===== config.mk =====
export PLATFORM = sky130hd
export DESIGN_NAME = data_manager_replay
export DESIGN_NICKNAME = d
export VERILOG_FILES = /design/src/rtl/data_manager_pkg.sv /design/src/rtl/data_manager_ram.sv /design/src/rtl/data_manager_replay.sv
export SDC_FILE = /design/constraint.sdc
export NUM_CORES = 1
export LEC_CHECK = 0
export ABC_AREA = 1
export BUFFER_PORTS_ARGS = -buffer_cell sky130_fd_sc_hd__buf_2
export CELL_PAD_IN_SITES_DETAIL_PLACEMENT = 0
export CELL_PAD_IN_SITES_GLOBAL_PLACEMENT = 1
export CORE_ASPECT_RATIO = 0.8
export CORE_MARGIN = 2
export CORE_UTILIZATION = 48
export CTS_CLUSTER_DIAMETER = 150
export DETAILED_ROUTE_END_ITERATION = 6
export PLACE_DENSITY = 0.79
export SLEW_MARGIN = 20
export SYNTH_ARGS = -nofsm -noshare
export SYNTH_HDL_FRONTEND = slang
export SYNTH_SLANG_ARGS = --single-unit

===== constraint.sdc =====
create_clock -name clk -period 4.58 [get_ports clk]
set_input_delay 0 -clock clk [delete_from_list [all_inputs] [get_ports clk]]
set_output_delay 0 -clock clk [all_outputs]
set_load 0.02 [all_outputs]

===== src/rtl/data_manager_pkg.sv =====
// Shared helpers for the replay data manager.
// Width helpers turn a buffer depth into the ID/pointer width and the count width.
// The pointer helpers do circular arithmetic modulo an arbitrary depth, so the ID space
// need not be a power of two. All helpers work on int unsigned values; callers cast
// the results back to their own widths.
package data_manager_pkg;

    // ID/pointer width for a buffer of 'depth' entries
    function automatic int unsigned ptr_w(input int unsigned depth);
        return (depth < 2) ? 1 : $clog2(depth);
    endfunction

    // Count width able to hold 0..depth inclusive
    function automatic int unsigned cnt_w(input int unsigned depth);
        return $clog2(depth + 1);
    endfunction

    // (p + n) mod depth, valid for p < depth and n <= depth
    function automatic int unsigned ptr_add(input int unsigned p, input int unsigned n,
                                            input int unsigned depth);
        int unsigned s;
        s = p + n;
        return (s >= depth) ? s - depth : s;
    endfunction

    function automatic int unsigned ptr_inc(input int unsigned p, input int unsigned depth);
        return ptr_add(p, 1, depth);
    endfunction

    // Circular distance from b forward to a
    function automatic int unsigned ptr_dist(input int unsigned a, input int unsigned b,
                                             input int unsigned depth);
        return (a >= b) ? a - b : a + depth - b;
    endfunction

    // An ID is meaningful only below depth (matters when depth is not a power of two)
    function automatic logic in_range(input int unsigned id, input int unsigned depth);
        return id < depth;
    endfunction

endpackage


===== src/rtl/data_manager_ram.sv =====
// Replay buffer storage: DEPTH x DATA_WIDTH, one synchronous write port and one
// combinational read port.
// Ports:
//   clk    - clock, write on posedge
//   we     - write enable
//   waddr  - write address
//   wdata  - write data
//   raddr  - read address
//   rdata  - read data (combinational from raddr)
module data_manager_ram
    import data_manager_pkg::*;
#(
    parameter int DEPTH      = 7,
    parameter int DATA_WIDTH = 32,
    parameter int PTR_W      = 3
) (
    input  logic                  clk,
    input  logic                  we,
    input  logic [PTR_W-1:0]      waddr,
    input  logic [DATA_WIDTH-1:0] wdata,
    input  logic [PTR_W-1:0]      raddr,
    output logic [DATA_WIDTH-1:0] rdata
);

    logic [DATA_WIDTH-1:0] mem [DEPTH];

    // Contents need no reset: a location is only read after it has been written
    always_ff @(posedge clk) begin
        if (we) begin
            mem[waddr] <= wdata;
        end
    end

    assign rdata = mem[raddr];

endmodule


===== src/rtl/data_manager_replay.sv =====
// Data manager with replay buffer. Upstream beats are stored and tagged with a
// circular ID, issued downstream, held until retired by count, and replayed from the
// buffer after an abort rewinds the issue pointer.
//
// Handshakes: a transfer happens on a cycle where valid and ready are both high at the
// rising clock edge; valid (in_valid / valid_o) must not depend on the same-cycle ready.
// A downstream issue is additionally void in any cycle with abort_vld high.
//
// Ports:
//   clk, reset         - clock; synchronous active-low reset
//   in_valid/in_ready  - upstream handshake, in_data payload
//   valid_o/ready_i    - downstream handshake, data_o payload, data_id its ID
//   retire_vld/_cnt    - retire the retire_cnt oldest outstanding beats
//   abort_vld/abort_id - discard issued beats from abort_id onward and replay them
//   outstanding_cnt    - issued but not retired
//   occupancy_cnt      - held in the buffer (unsent + outstanding)
//   err_o              - one-cycle pulse after an illegal retire or abort
module data_manager_replay
    import data_manager_pkg::*;
#(
    parameter  int DEPTH      = 7,
    parameter  int DATA_WIDTH = 32,
    localparam int PTR_W      = ptr_w(DEPTH),
    localparam int CNT_W      = cnt_w(DEPTH)
) (
    input  logic                  clk,
    input  logic                  reset,
    input  logic                  in_valid,
    output logic                  in_ready,
    input  logic [DATA_WIDTH-1:0] in_data,
    output logic                  valid_o,
    input  logic                  ready_i,
    output logic [DATA_WIDTH-1:0] data_o,
    output logic [PTR_W-1:0]      data_id,
    input  logic                  retire_vld,
    input  logic [CNT_W-1:0]      retire_cnt,
    input  logic                  abort_vld,
    input  logic [PTR_W-1:0]      abort_id,
    output logic [CNT_W-1:0]      outstanding_cnt,
    output logic [CNT_W-1:0]      occupancy_cnt,
    output logic                  err_o
);

    logic [PTR_W-1:0] wr_ptr, send_ptr, ret_ptr;
    logic [CNT_W-1:0] out_cnt, occ_cnt;
    logic             err_q;

    logic             accept, issue;
    logic             ret_legal, abort_legal;
    logic [PTR_W-1:0] ret_a;
    logic [CNT_W-1:0] out_a, occ_a, abort_d;
    logic [PTR_W-1:0] wr_n, send_n;
    logic [CNT_W-1:0] out_n, occ_n;
    logic             err_n;

    // in_ready looks only at the registered count, so space freed by a retire
    // becomes visible one cycle later.
    assign in_ready = occ_cnt < CNT_W'(DEPTH);
    assign valid_o  = occ_cnt != out_cnt;
    assign accept   = in_valid && in_ready;
    assign issue    = valid_o && ready_i && !abort_vld;

    // Order of effects within one cycle: retire, then abort, then accept.
    always_comb begin
        ret_legal = retire_vld && (retire_cnt <= out_cnt);
        ret_a     = ret_ptr;
        out_a     = out_cnt;
        occ_a     = occ_cnt;
        if (ret_legal) begin
            ret_a = PTR_W'(ptr_add(32'(ret_ptr), 32'(retire_cnt), DEPTH));
            out_a = out_cnt - retire_cnt;
            occ_a = occ_cnt - retire_cnt;
        end

        // Abort is judged against the post-retire window; an out-of-range ID is illegal
        abort_d     = CNT_W'(ptr_dist(32'(abort_id), 32'(ret_a), DEPTH));
        abort_legal = abort_vld && in_range(32'(abort_id), DEPTH) && (abort_d < out_a);

        send_n = send_ptr;
        out_n  = out_a;
        if (abort_legal) begin
            // Replayed beats stay in the buffer, so occupancy is untouched
            send_n = abort_id;
            out_n  = abort_d;
        end else if (issue) begin
            send_n = PTR_W'(ptr_inc(32'(send_ptr), DEPTH));
            out_n  = out_a + CNT_W'(1);
        end

        wr_n  = wr_ptr;
        occ_n = occ_a;
        if (accept) begin
            wr_n  = PTR_W'(ptr_inc(32'(wr_ptr), DEPTH));
            occ_n = occ_a + CNT_W'(1);
        end

        err_n = (retire_vld && !ret_legal) || (abort_vld && !abort_legal);
    end

    always_ff @(posedge clk) begin
        if (!reset) begin
            wr_ptr   <= '0;
            send_ptr <= '0;
            ret_ptr  <= '0;
            out_cnt  <= '0;
            occ_cnt  <= '0;
            err_q    <= 1'b0;
        end else begin
            wr_ptr   <= wr_n;
            send_ptr <= send_n;
            ret_ptr  <= ret_a;
            out_cnt  <= out_n;
            occ_cnt  <= occ_n;
            err_q    <= err_n;
        end
    end

    data_manager_ram #(
        .DEPTH      (DEPTH),
        .DATA_WIDTH (DATA_WIDTH),
        .PTR_W      (PTR_W)
    ) u_ram (
        .clk   (clk),
        .we    (accept),
        .waddr (wr_ptr),
        .wdata (in_data),
        .raddr (send_ptr),
        .rdata (data_o)
    );

    assign data_id         = send_ptr;
    assign outstanding_cnt = out_cnt;
    assign occupancy_cnt   = occ_cnt;
    assign err_o           = err_q;

endmodule

---- Word-level counts from Yosys, hierarchy flattened ----
Memories as Yosys holds them, arrays and structs flattened. A register that Yosys moved wholly into a read port is not among the register bits.
Index checks and enable logic that the tools add are counted.
Widths: inputs -> output; s select.
storage, ports and cells
  word-level logic and storage cells ...... 58
  bits in registers ....................... 16
  memory bits (writable) .................. 224
  output and inout port bits .............. 44
  memories kept ........................... 1
  bits of input ports ..................... 44
cells by class
  add/sub/neg operators ................... 13
  reductions and logical operators ........ 13
  mux-type cells .......................... 16
  equal/unequal tests ..................... 1
  $lt $le $gt $ge ......................... 8
memories
  memory     depth  bits a word  read ports  clocked after Yosys merged registers in  write ports  line                    text
  u_ram.mem  7      32           1           1                                        1            data_manager_ram.sv:25  logic [DATA_WIDTH-1:0] mem [DEPTH];
operators with widths
  kind                 count
  $mux 3               14
  $ge 4x3->1 const B   3
  $sub 3x3->3          4
  $sub 3x3->3 const B  3
  $add 3x1->4 const B  2
  $logic_and 1x1->1    8
  $add 3x1->3 const B  2
  $lt 3x3->1 const B   2
  $add 3x3->4          1
  $add 3x3->3 const B  1
  $ge 3x3->1           1
  $le 3x3->1           1
  $logic_not 1->1      3
  $lt 3x3->1           1
  $ne 3x3->1           1
  $mux 1               2
  $reduce_bool 2->1    1
  $logic_or 1x1->1     1

---- Logic depth before layout (Yosys ltp) ----
Gate-level depths: netlist of the first run.
  depth in word-level cells ............... 11
  mapped depth ............................ 27
  depth with buffers taken out ............ 26

---- By module ----
From an unflattened synthesis of the first run, not the netlist that was laid out.
unflattened totals
  cells, all modules ...................... 1080
  area total of the unflattened synthesis .. 11013.1 um^2
modules (own cells, without submodules)
  module               sequential area each (um^2)  cells an instance  area each (um^2)  instances
  data_manager_ram     6726.5                       866                9452.8            1
  data_manager_replay  320.3                        214                1560.2            1

---- Worst setup path before layout of the first run ----
OpenSTA, ideal clock, no wires.
  kind .................................... register to register
  start ................................... register ret_ptr[0]
  end ..................................... register out_cnt[1], in the netlist outstanding_cnt[1]
  stages on the path, launching flop included .. 20
  required time ........................... 4.467 ns
  path buffers ............................ 1
  setup slack ............................. 0.789 ns
  arrival time ............................ 3.678 ns
  cells stage by stage .................... dfxtp_1 -> ha_1 -> fa_1 -> ha_1 -> nand3_1 -> nand2_2 -> xnor2_1 -> o21ai_1 -> ha_1 -> inv_1 -> a21boi_0 -> nand3_4 -> nand3_1 -> nand2_1 -> ha_1 -> a2111oi_4 -> nand2_4 -> buf_8 -> o21ai_1 -> nor2_1
on the way
  cells in the longest elaborated chain, start to end .. 9
  elaborated cells on any way between the ends .. 12
  classes of those cells .................. 4 x add/sub; 3 x order compare; 4 x mux; 1 x reduce/logical
ends and longest elaborated chain
  what                                              line                        text
  from (decl)                                       data_manager_replay.sv:44   logic [PTR_W-1:0] wr_ptr, send_ptr, ret_ptr;
  from (signal assigned)                            data_manager_replay.sv:111  ret_ptr <= ret_a;
  $add 3x3->4                                       data_manager_pkg.sv:22      s = p + n;
  $ge 4x3->1 / $sub 3x3->3 (equally long branches)  data_manager_pkg.sv:23      return (s >= depth) ? s - depth : s;
  $mux 3                                            data_manager_pkg.sv:23
  $mux 3 (*)                                        data_manager_replay.sv:69   if (ret_legal) begin
  via ret_a[0]                                      data_manager_replay.sv:50   logic [PTR_W-1:0] ret_a;
  $sub 3x3->3 / $ge 3x3->1 (equally long branches)  data_manager_pkg.sv:33      return (a >= b) ? a - b : a + depth - b;
  $mux 3 (*)                                        data_manager_pkg.sv:33
  $lt 3x3->1                                        data_manager_replay.sv:77   abort_legal = abort_vld && in_range(32'(abort_id), DEPTH) && (abort_d < out_a);
  $logic_and 1x1->1                                 data_manager_replay.sv:77
  $mux 3 (*)                                        data_manager_replay.sv:81   if (abort_legal) begin
  to (signal assigned)                              data_manager_replay.sv:112  out_cnt <= out_n;
  to (decl)                                         data_manager_replay.sv:45   logic [CNT_W-1:0] out_cnt, occ_cnt;
The timed path passes the listed nets; every way through them passes the cells marked *.
A chain may end at the register's enable or synchronous reset.

---- Worst setup path after layout of the first run ----
  start ................................... register ret_ptr[0]
  end ..................................... register err_q, in the netlist err_o
on the way
  cells in the longest elaborated chain, start to end .. 11
  elaborated cells on any way between the ends .. 14
  classes of those cells .................. 4 x add/sub; 3 x order compare; 3 x mux; 4 x reduce/logical
ends and longest elaborated chain
  what                                              line                        text
  $add 3x3->4                                       data_manager_pkg.sv:22
  $ge 4x3->1 / $sub 3x3->3 (equally long branches)  data_manager_pkg.sv:23
  $mux 3                                            data_manager_pkg.sv:23
  $mux 3 (*)                                        data_manager_replay.sv:69
  via ret_a[0]                                      data_manager_replay.sv:50
  $sub 3x3->3 / $ge 3x3->1 (equally long branches)  data_manager_pkg.sv:33
  $mux 3 (*)                                        data_manager_pkg.sv:33
  $lt 3x3->1 (*)                                    data_manager_replay.sv:77
  $logic_and 1x1->1 (*)                             data_manager_replay.sv:77
  $logic_not 1->1 (*)                               data_manager_replay.sv:97   err_n = (retire_vld && !ret_legal) || (abort_vld && !abort_legal);
  $logic_and 1x1->1 (*)                             data_manager_replay.sv:97
  $logic_or 1x1->1 (*)                              data_manager_replay.sv:97
  to (signal assigned)                              data_manager_replay.sv:114  err_q <= err_n;
  to (decl)                                         data_manager_replay.sv:46   logic err_q;
Marks and branches as above.

==> results of run 1 <==
==> kinds of logic after synthesis <==
logic type      synth area share
compound gates             0.118
mux                     0.000971
simple gates               0.111
xor+xnor                  0.0127
buf+inv                   0.0329
fa+ha+maj                 0.0350
flops                      0.689
==> registers in the layout (all words and copies together) (netlist names), named ones only <==
name	count
u_ram.mem	224
outstanding_cnt	3
err_o	1
data_id	3
ret_ptr	3
occupancy_cnt	3
wr_ptr	3
==> repair_timing <==
item	CTS	global route
hold buffers	41	0
setup endpoints to repair	0	1
gates resized for setup	0	3
hold endpoints to repair	240	0
setup buffers	0	2
==> worst max-delay path by stage <==
stage | startpoint | to | slack, ps | cells after the start
after floorplan | ret_ptr[0] | outstanding_cnt[1] | 790 | 19
after global placement | ret_ptr[0] | flop | 610 | 20
after detailed placement | ret_ptr[0] | data_id[1] | 560 | 19
after CTS | ret_ptr[0] | err_o | 40 | 20
after global routing | ret_ptr[0] | err_o | 20 | 22
final | ret_ptr[0] | err_o | 250 | 22
==> tightest hold or removal path, stage by stage <==
cell and delay, ps:
buf_2 90, nand3_1 200, nand3_2 150, a21oi_1 60
==> power by group through the flow <==
| stage | registers, mW | logic [mW] | clock network (mW) |
|---|---|---|---|
| after floorplan | 2.65 | 1.46 | 0 |
| after global placement | 2.64 | 1.99 | 0 |
| after detailed placement | 2.64 | 2.00 | 0 |
| after CTS | 2.59 | 2.05 | 2.19 |
| after global routing | 2.60 | 2.32 | 2.28 |
| final | 2.59 | 2.07 | 2.15 |
==> routing by layer <==
metal | global-route usage | vias up
met5 | 0 | -
met4 | 0.0478 | 0
met3 | 0.0290 | 35
met2 | 0.306 | 160
met1 | 0.287 | 3127
li1 | - | 3326
==> metrics by stage <==
step	instances	power [mW]	area, µm²
2_1_floorplan	862	4.11	10300
3_3_place_gp	1184	4.63	11000
3_5_place_dp	1184	4.64	11000
4_1_cts	1271	6.83	12300
5_1_grt	1276	7.20	12400
6_report	1276	6.81	12400
==> cells in the final DEF (no fill, tap or decap), types with 17 or more instances in the layout <==
cell type	n
nand2_1	138
o22ai_1	32
o21ai_1	19
o21ai_0	91
nor2_1	76
dlygate4sd3_1	41
edfxtp_1	224
buf_2	87
dfxtp_1	17
clkbuf_16	25
a21oi_1	77
ha_1	24
inv_1	35
==> final cells by class <==
class                      count  area [µm²]
clock inverter                18         248
inverter                      43         161
sequential                   243        7110
clock buffer                  28         637
fill                        1665        8450
timing repair buffer         143        1000
tap                          269         337
multi-input combinational    532        2920
==> results.sh, run 1 <==
export IMPL_dieHeight_um=135
export IMPL_area_delta_synth_final_pct=20.5
export IMPL_hold_class="input pin to flop"
export IMPL_clk_pin_slew_ps=60
export IMPL_fin_nets=1059
export IMPL_dp_hpwl_um=11800
export IMPL_dp_slack_ps=562
export IMPL_wire_per_inst_um=16.8
export IMPL_vias=6648
export IMPL_cp_max_fo=12
export IMPL_ys_ff_latch=243
export IMPL_routed_wl_um=21400
export IMPL_status="finished, final reports clean"
export IMPL_wl_met2_um=9590
export IMPL_cts_made_buffers=25
export IMPL_initial_utilization=0.494
export IMPL_synth_top_cells_by_count="edfxtp_1, nand2_1, o21ai_0"
export IMPL_worst_path_buf_inv=4
export IMPL_hold_start="ready_i"
export IMPL_switching_power_mw=2.23
export IMPL_wl_met1_um=10400
export IMPL_fin_crit_ps=4330
export IMPL_yosysUniqueCellTypes=35
export IMPL_fin_worst_skew_ps=7.07
export IMPL_whs_path_depth=4
export IMPL_clk_path_buf_depth=3
export IMPL_synth_area_top_cells="edfxtp_1, nand2_1, o21ai_0, a21oi_1, dfxtp_1"
export IMPL_fin_ws_ps=246
export IMPL_final_util=0.595
export IMPL_tightest_slew_ps=1040
export IMPL_p_leak_nw=4.65
export IMPL_postRouteAntennaNets=0
export IMPL_grt_use_total=0.194
export IMPL_yosys_area_top_type_share=0.653
export IMPL_drt_iter0_drc=567
export IMPL_synthCells=862
export IMPL_vias_per_cell=5.21
export IMPL_powerDensity_nw_per_um2=548
export IMPL_cts_tree="done"
export IMPL_overflow=0
export IMPL_critPathKind="flop to flop"
export IMPL_dieArea_um2=22700
export IMPL_diodes=0
export IMPL_crit_top_cell="ha_1"
export IMPL_fin_hold_ws_ps=19.6
export IMPL_r2r_end="err_o"
export IMPL_timing_final_crit_share=0.946
export IMPL_setup_tns_ps=0
export IMPL_grt_pass1_vias=6415
export IMPL_crit_path_start_kind="flop"
export IMPL_yosysSeqAreaShare=0.689
export IMPL_rows=47
export IMPL_irDropWorstVdd_mv=0.297
export IMPL_drv_slew=0
export IMPL_p_clk_frac=0.316
export IMPL_synthFlopType="edfxtp_1"
export IMPL_netlist_area_um2=10300
export IMPL_crit_required_ps=4980
export IMPL_r2r_start="ret_ptr[0]"
export IMPL_fmax_mhz=231
export IMPL_swShare=0.328
export IMPL_synth_most_common_cell="edfxtp_1"
export IMPL_synth_fp_nets=933
export IMPL_syn_area_per_cell_um2=12.0
export IMPL_r2r_slack_ps=250
export IMPL_portBuffers=87
export IMPL_met3_length_um=999
export IMPL_grt_pass1_wl_um=34400
export IMPL_ff2ff_path_depth=22
export IMPL_cts_root_buf="clkbuf_16"
export IMPL_pwr_share_seq=0.381
export IMPL_yosysTopAreaCell="edfxtp_1"
export IMPL_rsz0062_at_grt="false"
export IMPL_hold_viol_final=0
export IMPL_fp_coreArea_um2=20900
export IMPL_worstSkewPairLatency_ps=520
export IMPL_crit_family="adder cells"
export IMPL_drc=0
export IMPL_path_cells="ha_1 -> fa_1 -> ha_1 -> nand3_2 -> nand2_2 -> xnor2_1 -> o21ai_1 -> ha_1 -> inv_1 -> ha_1 -> inv_1 -> nand2_1 -> xor2_1 -> nand2_1 -> nand2_1 -> ha_1 -> a2111oi_4 -> buf_4 -> nand2_4 -> nand2_1 -> a21oi_1 -> dlygate4sd3_1"
export IMPL_relSlewSlack=0.306
export IMPL_slowest_stage="dlygate4sd3_1"
export IMPL_endpoint_kind="flop"
export IMPL_top_layer="met4"
export IMPL_cts_sinks=243
export IMPL_drtPass1Iterations=5
export IMPL_ios=88
export IMPL_drive_gt1_frac=0.184
export IMPL_grt_antenna_before_repair=0
export IMPL_cap_violations=0
export IMPL_comb_power_share=0.304
export IMPL_slowest_delay_ps=570
export IMPL_grt_max_degree=97
export IMPL_synth_edf_count=224
export IMPL_arrival_ps=4740
export IMPL_cts_htree_levels=1
export IMPL_place_gp_congestion=0.807
export IMPL_die_width_um=168
export IMPL_intPower_mw=4.58
export IMPL_synth_warnings=0
export IMPL_setup_violations=0
export IMPL_ys_async_sr_fraction=0
Power figures use the tool's default switching activity.
==> inputs of run 2 (changes only) <==
--- a/config.mk
+++ b/config.mk
@@ -10,7 +10,6 @@
 export CELL_PAD_IN_SITES_DETAIL_PLACEMENT = 0
 export CELL_PAD_IN_SITES_GLOBAL_PLACEMENT = 1
 export CORE_ASPECT_RATIO = 0.8
-export CORE_MARGIN = 2
 export CORE_UTILIZATION = 48
 export CTS_CLUSTER_DIAMETER = 150
 export DETAILED_ROUTE_END_ITERATION = 6
==> run 2 against run 1 <==
  * The run now ends with DRC left
  * Via count is 2.0% higher
  * Die area is 2.7% lower
  * Combinational power hardly changed
  * Sequential power hardly changed
  * Clock-buffer cell count is 3 higher
  * Worst hold slack better by 5.8 ps
  * Largest power group unchanged
==> results.sh, run 2 (synthesized netlist as in run 1, its figures left out) <==
export IMPL_cts_sinks=243
export IMPL_initial_utilization=0.494
export IMPL_grt_pass1_vias=6425
export IMPL_hold_class="input pin to flop"
export IMPL_dieArea_um2=22100
export IMPL_placed_area_um2=11000
export IMPL_vias_per_cell=5.31
export IMPL_largest_register_ffs=224
export IMPL_grt_pass1_wl_um=34000
export IMPL_path_cells="ha_1 -> fa_1 -> ha_1 -> nand3_1 -> nand2_2 -> xnor2_1 -> o21ai_1 -> ha_1 -> inv_1 -> ha_1 -> inv_1 -> nand2_1 -> xor2_1 -> nand2_1 -> nand2_1 -> ha_1 -> a2111oi_4 -> nand2_4 -> nand2_1 -> a21oi_1 -> dlygate4sd3_1"
export IMPL_irDropWorstVdd_mv=0.277
export IMPL_drc=10
export IMPL_cap_violations=0
export IMPL_ff2ff_path_depth=21
export IMPL_relSlewSlack=0.277
export IMPL_final_cell_mix="edfxtp_1, nand2_1, o21ai_0"
export IMPL_fin_cells=1276
export IMPL_overflow=0
export IMPL_r2r_end="err_o"
export IMPL_setup_tns_ps=0
export IMPL_fill_cells=1685
export IMPL_status="finished with violations"
export IMPL_drt_iter0_drc=563
export IMPL_rsz0062_at_grt="false"
export IMPL_top_register="u_ram.mem"
export IMPL_r2r_slack_ps=310
export IMPL_violations="DRC"
export IMPL_dieHeight_um=133
export IMPL_clk_path_buf_depth=3
export IMPL_cts_root_buf="clkbuf_16"
export IMPL_area_delta_synth_final_pct=19.4
export IMPL_worst_path_buf_inv=3
export IMPL_vias=6780
export IMPL_rows=47
export IMPL_fmax_mhz=234
export IMPL_layout_commonest_cell="edfxtp_1"
export IMPL_wire_per_inst_um=17.0
export IMPL_portBuffers=87
export IMPL_ios=88
export IMPL_critPathKind="flop to flop"
export IMPL_finalInstanceArea_um2=12300
export IMPL_clk_pin_slew_ps=60
export IMPL_die_width_um=166
export IMPL_powerDensity_nw_per_um2=535
export IMPL_grt_use_total=0.197
export IMPL_total_power_mw=6.58
export IMPL_tightest_slew_ps=1080
export IMPL_drive_gt1_frac=0.177
export IMPL_crit_top_cell="ha_1"
export IMPL_fin_nets=1059
export IMPL_cp_max_fo=6
export IMPL_slowest_stage="dlygate4sd3_1"
export IMPL_fp_coreArea_um2=20900
export IMPL_cts_htree_levels=1
export IMPL_fin_worst_skew_ps=15.7
export IMPL_arrival_ps=4670
export IMPL_hold_viol_final=0
export IMPL_routed_wl_um=21700
export IMPL_fin_crit_ps=4270
export IMPL_endpoint_kind="flop"
export IMPL_cts_tree="done"
export IMPL_grt_max_degree=97
export IMPL_crit_family="adder cells"
export IMPL_dp_hpwl_um=11900
export IMPL_p_leak_nw=4.59
export IMPL_dp_cells=1183
export IMPL_postRouteAntennaNets=0
export IMPL_crit_path_start_kind="flop"
export IMPL_r2r_start="ret_ptr[0]"
export IMPL_place_gp_congestion=0.785
export IMPL_grt_antenna_before_repair=1
export IMPL_worstSkewPairLatency_ps=520
export IMPL_final_util=0.590
export IMPL_drtPass1Iterations=7
export IMPL_crit_required_ps=4980
export IMPL_whs_path_depth=4
export IMPL_cts_made_buffers=24
export IMPL_hold_start="ready_i"
export IMPL_drv_slew=0
export IMPL_setup_violations=0
export IMPL_slowest_delay_ps=560
export IMPL_timing_final_crit_share=0.933
## run 2: cell types whose count changed in the layout (fill, tap and decap cells not counted), sizes merged
cell and change:
clkbuf +3, clkinv +2, inv -3, diode +1, buf +1, bufinv -4
## run 2: tightest hold or removal path, delay by kind of cell
kind                   cells  cell delay [ps]
AOI/OAI and AO/OA          1               60
and+or+nand+nor            2              350
buffers and inverters      1               90
## run 2: repair_timing
| item | 4_1_cts | 5_1_grt |
|---|---|---|
| hold buffers | 41 | 0 |
| setup endpoints to repair | 0 | 1 |
| hold endpoints to repair | 240 | 0 |
| gates resized for setup | 0 | 2 |
| buffers inserted | 0 | 4 |
## run 2: worst max path at each step
stage / startpoint / end / slack (ps) / cells past startpoint
2_1_floorplan: ret_ptr[0] / outstanding_cnt[1] / 790 / 19
3_3_place_gp: ret_ptr[0] / flop / 630 / 19
3_5_place_dp: ret_ptr[0] / data_id[2] / 530 / 19
4_1_cts: ret_ptr[0] / err_o / 30 / 19
5_1_grt: ret_ptr[0] / err_o / 60 / 21
6_report: ret_ptr[0] / err_o / 310 / 21
## run 2: metrics by stage
step | worst slack, ps | hold WS, ps
finish | 306 | 25.4
global route | 64.7 | 36.5
CTS | 31.3 | 17.4
detailed placement | 526 | 253
global placement | 632 | 251
floorplan | 789 | 98.9
## run 2: final cells by class
type	instances	area (µm²)	area share
flip-flops and latches	243	7110	0.577
multi-input cells	532	2920	0.237
repair buffers	144	1010	0.0821
clock buffers	31	647	0.0525
well taps	269	337	0.0273
inverters	43	161	0.0131
clock inverters	13	124	0.0101
diodes	1	2.50	0.000203
## run 2: per-layer routing
layer / vias up / share of wire / GRT usage / routed length [µm]
met5: - / 0 / 0 / 0
li1: 3329 / - / - / -
met2: 181 / 0.46 / 0.317 / 9890
met3: 28 / 0.052 / 0.0308 / 1130
met4: 0 / 0.016 / 0.0374 / 342
met1: 3242 / 0.48 / 0.287 / 10400
## run 2: power by group
part | internal [mW] | switching [mW] | total [mW]
combinational | 0.720 | 1.33 | 2.05
sequential | 2.53 | 0.0891 | 2.62
clock | 1.11 | 0.802 | 1.91
